## src/rtl/instr_fetch_decode.sv

```systemverilog
// Single-issue fetch/decode front end for R-type instructions: fetches a word
// at pc, decodes the register/ALU fields, commits it, and halts on any illegal word.
//
// state | meaning
// IDLE  | post-reset settle cycle, no strobes
// REQ   | fetch request outstanding at pc, waiting for imem_ack
// VALID | legal instruction latched and presented; commits when stall=0
// HALT  | illegal word seen; frozen until reset
module instr_fetch_decode #(
    parameter int reg_addr_width = 5,
    parameter int reg_data_width = 32,
    parameter logic [reg_data_width-1:0] RESET_PC = 32'h0000_0000
) (
    input  logic                      clk,
    input  logic                      rst_n,
    output logic                      imem_req,
    output logic [reg_data_width-1:0] imem_addr,
    input  logic                      imem_ack,
    input  logic [reg_data_width-1:0] imem_rdata,
    input  logic                      stall,
    output logic [reg_addr_width-1:0] r_addr1,
    output logic [reg_addr_width-1:0] r_addr2,
    output logic [reg_addr_width-1:0] wr_addr,
    output logic                      reg_wr_en,
    output logic [2:0]                funct3,
    output logic [6:0]                funct7,
    output logic                      instr_valid,
    output logic                      illegal_instr,
    output logic [reg_data_width-1:0] pc,
    output logic [reg_data_width-1:0] retired_count
);

    typedef enum logic [1:0] {
        IDLE  = 2'd0,
        REQ   = 2'd1,
        VALID = 2'd2,
        HALT  = 2'd3
    } state_t;

    state_t                    state_q, state_d;
    logic [reg_data_width-1:0] pc_q, pc_d;
    logic [reg_data_width-1:0] count_q, count_d;
    // Opcode is consumed at fetch time, so only bits [31:7] are kept.
    logic [24:0]               instr_q, instr_d;
    logic                      rdata_legal;

    always_comb begin
        rdata_legal = 1'b0;
        if (imem_rdata[6:0] == 7'b0110011) begin
            if (imem_rdata[31:25] == 7'h00) begin
                rdata_legal = 1'b1;
            end else if (imem_rdata[31:25] == 7'h20) begin
                rdata_legal = (imem_rdata[14:12] == 3'b000) || (imem_rdata[14:12] == 3'b101);
            end
        end
    end

    always_ff @(posedge clk or negedge rst_n) begin
        if (!rst_n) begin
            state_q <= IDLE;
            pc_q    <= RESET_PC;
            count_q <= '0;
            instr_q <= '0;
        end else begin
            state_q <= state_d;
            pc_q    <= pc_d;
            count_q <= count_d;
            instr_q <= instr_d;
        end
    end

    always_comb begin
        state_d       = state_q;
        pc_d          = pc_q;
        count_d       = count_q;
        instr_d       = instr_q;
        imem_req      = 1'b0;
        instr_valid   = 1'b0;
        reg_wr_en     = 1'b0;
        illegal_instr = 1'b0;
        case (state_q)
            IDLE: begin
                state_d = REQ;
            end
            REQ: begin
                imem_req = 1'b1;
                if (imem_ack) begin
                    instr_d = imem_rdata[31:7];
                    state_d = rdata_legal ? VALID : HALT;
                end
            end
            VALID: begin
                instr_valid = 1'b1;
                if (!stall) begin
                    // x0 is hardwired, so a commit to it must not strobe the file.
                    reg_wr_en = (instr_q[4:0] != 5'd0);
                    pc_d      = pc_q + reg_data_width'(4);
                    count_d   = count_q + reg_data_width'(1);
                    state_d   = REQ;
                end
            end
            HALT: begin
                illegal_instr = 1'b1;
            end
            default: begin
                state_d = IDLE;
            end
        endcase
    end

    assign imem_addr     = pc_q;
    assign pc            = pc_q;
    assign retired_count = count_q;
    assign r_addr1       = reg_addr_width'(instr_q[12:8]);
    assign r_addr2       = reg_addr_width'(instr_q[17:13]);
    assign wr_addr       = reg_addr_width'(instr_q[4:0]);
    assign funct3        = instr_q[7:5];
    assign funct7        = instr_q[24:18];

endmodule

```

## config.mk

```make
export PLATFORM = sky130hd
export DESIGN_NAME = instr_fetch_decode
export DESIGN_NICKNAME = d
export VERILOG_FILES = /design/src/rtl/instr_fetch_decode.sv
export SDC_FILE = /design/constraint.sdc
export NUM_CORES = 1
export LEC_CHECK = 0
export BUFFER_PORTS_ARGS = -buffer_cell sky130_fd_sc_hd__buf_2
export CORE_MARGIN = 4
export CORE_UTILIZATION = 24
export DETAILED_ROUTE_END_ITERATION = 6
export GPL_ROUTABILITY_DRIVEN = 0
export HOLD_SLACK_MARGIN = 0.06
export PLACE_DENSITY = 0.44
export SLEW_MARGIN = 10
export SYNTH_ARGS = -nofsm -noshare
export SYNTH_HDL_FRONTEND = slang
export SYNTH_SLANG_ARGS = --single-unit
```

## constraint.sdc

```tcl
create_clock -name clk -period 5.1 [get_ports clk]
set_input_delay 1.02 -clock clk [delete_from_list [all_inputs] [get_ports clk]]
set_output_delay 1.02 -clock clk [all_outputs]
set_load 0.01 [all_outputs]
```

After elaboration in Yosys (flattened, before gate mapping):

Index checks and enable logic that the tools add are counted.
Widths: inputs -> output; s select.

* flip-flop bits (word level): 91
* logic and storage cells: 36
* memories: 0
* bits in writable memories: 0
* bits in latches: 0
* ROM bits: 0

* div/mod/pow operators: 0
* equal/unequal tests: 8
* magnitude comparators: 0
* $add $sub $neg: 2
* reduce and logical (&&, ||, !) cells: 9
* bitwise operators: 1
* shifts and indexed selects: 0
* $mul: 0
* multiplexer cells: 12

Operators with widths (count)
* $add 32x1->32 const B: 1
* $add 32x3->32 const B: 1
* $eq 7x6->1 const B: 2
* $mux 1: 9
* $logic_not 7->1: 1
* $pmux 2 s3: 1
* $reduce_bool 5->1: 1
* $eq 2x2->1 const B: 2
* $mux 2: 2
* $ne 2x2->1 const B: 2
* $reduce_and 2->1: 2
* $eq 3x3->1 const B: 1
* $logic_not 3->1: 1
* $reduce_and 3->1: 1
* $reduce_bool 3->1: 1
* $eq 2x1->1 const B: 1
* $logic_not 2->1: 1
* $logic_or 1x1->1: 1
* $not 1->1: 1

Longest topological paths before layout:

* depth after elaboration: 8
* mapped depth: 7
* depth with buffers taken out: 5

Least setup slack after synthesis:

OpenSTA, ideal clock, no wires.

* path type: input -> output
* from: input port stall
* to: output port reg_wr_en
* arrival time: 1.725 ns
* data required time: 4.080 ns
* cell stages on the path: 3
* setup slack: 2.355 ns
* path buffers: 1
* cells stage by stage: or3b_1 -> buf_6 -> a21oi_1

* word-level cells in the longest chain between the ends: 2

Ends and longest elaborated chain
* start, declared: RTL line 20 `input logic stall,`
* $mux 1: RTL line 94 `if (!stall) begin`
* $mux 1: RTL line 81 `case (state_q)`
* end, declared: RTL line 24 `output logic reg_wr_en,`

Every way passes these cells.

Worst setup path after layout:

Same ends and word-level chain as after synthesis.

==> results.tsv <==
metric	value	unit
clock_latency	350	ps
power_per_cell_area	294	nW/µm²
path_clk_slew	60	ps
cts_sinks	89	
cts_setup_buffers	0	
pwr-share-clk	47.3	%
p_switching	0.338	mW
cts_resized	0	
p_int	1.24	mW
ioPinCount	161	
cts_buffer_depth	2	
die-width	141	µm
start_util	24.4	%
hold_viol_final	0	
pwr-share-comb	5.8	%
grt-ovfl-total	0	
outcome	finished clean	
htreeDepth	3	
drt_pre_antenna_iters	4	
ys_types	39	
finClkSkew	7.41	ps
worst_ep_arrival_time	2010	ps
antenna_found_initial	0	
synth_mux_area_share	6.66	%
finalNetCount	535	
synth_top_area_share	52.7	%
syn_to_final_growth	27.0	%
max_slew_margin	37.2	%
worst_slew_pin_slew	933	ps
cts_tree	built	
vias	3148	
syn_area	4230	µm²
critPathKind	input port to output pin	
r2r_cells	4	
synth_compound_area_share	0.562	%
setup_violations	0	
cts_made_buffers	9	
period_share	59.5	%
setup_tns	0	ps
synthXorXnorAreaFrac	12.6	%
avgSynthCellArea	11.5	µm²
switching_share	21.4	%
routedWlPerCell	14.9	µm
worstPathRequired	4080	ps
synth-seq-cells	89	
dpl.hpwl	8.04	mm
first_global_vias	3232	
drt_wl_total	10.8	mm
synth_top_area_cell	dfrtp_1	
grtUsageTotal	11.2	%
ir_worst_vdd	0.148	mV
fin_cells	727	
cp-endpoint	reg_wr_en	
finalPower	1.58	mW
via_per_inst	4.33	
yosys.area_share.simple	19.1	%
dpl-instance-area	5000	µm²
seqPwrFrac	46.9	%
hold_depth	1	
layout_min_cycle_time	3030	ps
synthCells	367	
drtIter0Drc	116	
grt_setup_unrepaired	no	
critPathMaxFanout	8	
hp-class	flop to flop	
dp_cells	710	
startpoint	stall	
drv_cap	0	
worstReg2RegStart	state_q[0]	
drc	0	
netlist_top_cells_area	dfrtp_1, xnor2_1, mux2_2	
r2r_setup_slack	2810	ps
die_h	141	µm
leakage	2.79	nW
detail-route-antenna-nets	0	
drive_above_1_share	41.0	%
grt_max_degree	58	
reg2reg_to	imem_addr[19]	
drv_slew	0	
synth_top_family_by_area	simple AND/OR/NAND/NOR gates	
die_area	19800	µm²
ctsHoldBuffers	0	
rows	48	
synth-adder-area-share	0.592	%
ys_seq_area_share	52.7	%
n_antenna_cell	0	
ys.warnings.count	0	
hold_ws	467	ps
grt_pass1_wl	17.5	mm
cts_root_buf	clkbuf_16	
endpoint_kind	output pin	
max_clock_freq	330	MHz
portBuffers	156	
start_kind	input port	
core	17300	µm²
design_area	5370	µm²
==> power groups by stage <==
| stage | Combinational (mW) | Clock, mW | Sequential (mW) |
|---|---|---|---|
| 2_1_floorplan | 0.0260 | 0 | 0.765 |
| 3_3_place_gp | 0.0941 | 0 | 0.753 |
| 3_5_place_dp | 0.0953 | 0 | 0.754 |
| 4_1_cts | 0.0953 | 0.780 | 0.741 |
| 5_1_grt | 0.103 | 0.811 | 0.743 |
| 6_report | 0.0918 | 0.747 | 0.741 |
==> critical path, cell delays in order <==
cell	delay, ps
buf_2	130
or3b_1	530
a21oi_1	180
buf_2	150
==> cell type report <==
cell class | count | area (µm²)
well taps | 225 | 282
repair buffers | 158 | 818
inverters | 4 | 15.0
multi-input cells | 235 | 1690
flip-flops and latches | 89 | 2230
clock buffers | 12 | 267
fillers | 1803 | 11900
clock inverters | 4 | 73.8
==> stage by stage <==
stage	utilization (%)	setup WS, ps
floorplan	-	2360
global placement	28.9	2030
detailed placement	28.9	2040
CTS	30.9	2030
global route	31.0	1950
finish	31.0	2070
==> state kept, by name, indices dropped and copies added, names as in the netlist <==
register	cells
state_q	2
retired_count	32
imem_addr	30
instr_q	25
==> worst min path at each step <==
| stage | start | endpoint |
|---|---|---|
| after CTS | retired_count[31] | retired_count[31] |
| after global placement | imem_addr[31] | imem_addr[31] |
| after floorplan | retired_count[31] | retired_count[31] |
| final | retired_count[31] | retired_count[31] |
| after global routing | imem_addr[31] | imem_addr[31] |
| after detailed placement | retired_count[31] | retired_count[31] |
==> placed cells by master, fill, tap and decap left out, types with 2 or more instances in the layout <==
master	instances
a21oi_1	2
and2_1	4
and3_1	8
and4_1	4
buf_2	155
buf_4	2
bufinv_16	2
clkbuf_16	9
clkbuf_8	3
conb_1	4
dfrtp_1	89
ha_1	2
inv_1	4
mux2_2	25
nand2_1	26
nand3_1	20
nand3b_1	2
nand4_1	27
nor2_1	17
nor3_1	9
nor4_1	6
nor4_4	2
xnor2_1	42
xor2_1	19
==> metal layers <==
metal  part of all wire, %  GRT usage, %  vias to the layer above
met4                   1.2          3.37                        0
met1                    42          13.7                     1546
li1                      -             -                     1503
met5                     0             0                        -
met2                    50          18.6                       91
met3                   6.6          4.14                        8
==> synth_stat cells (all sizes together) <==
master / n
nor3b: 1
nor2: 17
clkbuf: 4
o21ai: 1
and4bb: 1
nand3b: 2
inv: 4
nand3: 20
or4b: 1
mux2: 25
nand4bb: 1
and2b: 1
or2: 1
and2: 4
or3b: 1
or3: 1
nor4: 8
nand2: 26
buf: 38
ha: 2
nor3: 10
xnor2: 42
nand4: 28
a21oi: 2
nor4b: 1
dfrtp: 89
xor2: 19
nor2b: 1
and4: 4
conb: 1
or4: 2
and3: 8
a32oi: 1
==> kinds of logic after synthesis <==
family	after synthesis
other	1
XOR/XNOR	61
flip-flops	89
multiplexers	25
AND/OR/NAND/NOR	139
AO/OA/AOI/OAI	4
adder cells (fa/ha/maj)	2
buffers and inverters	46
(Power assumes the default switching activity.)
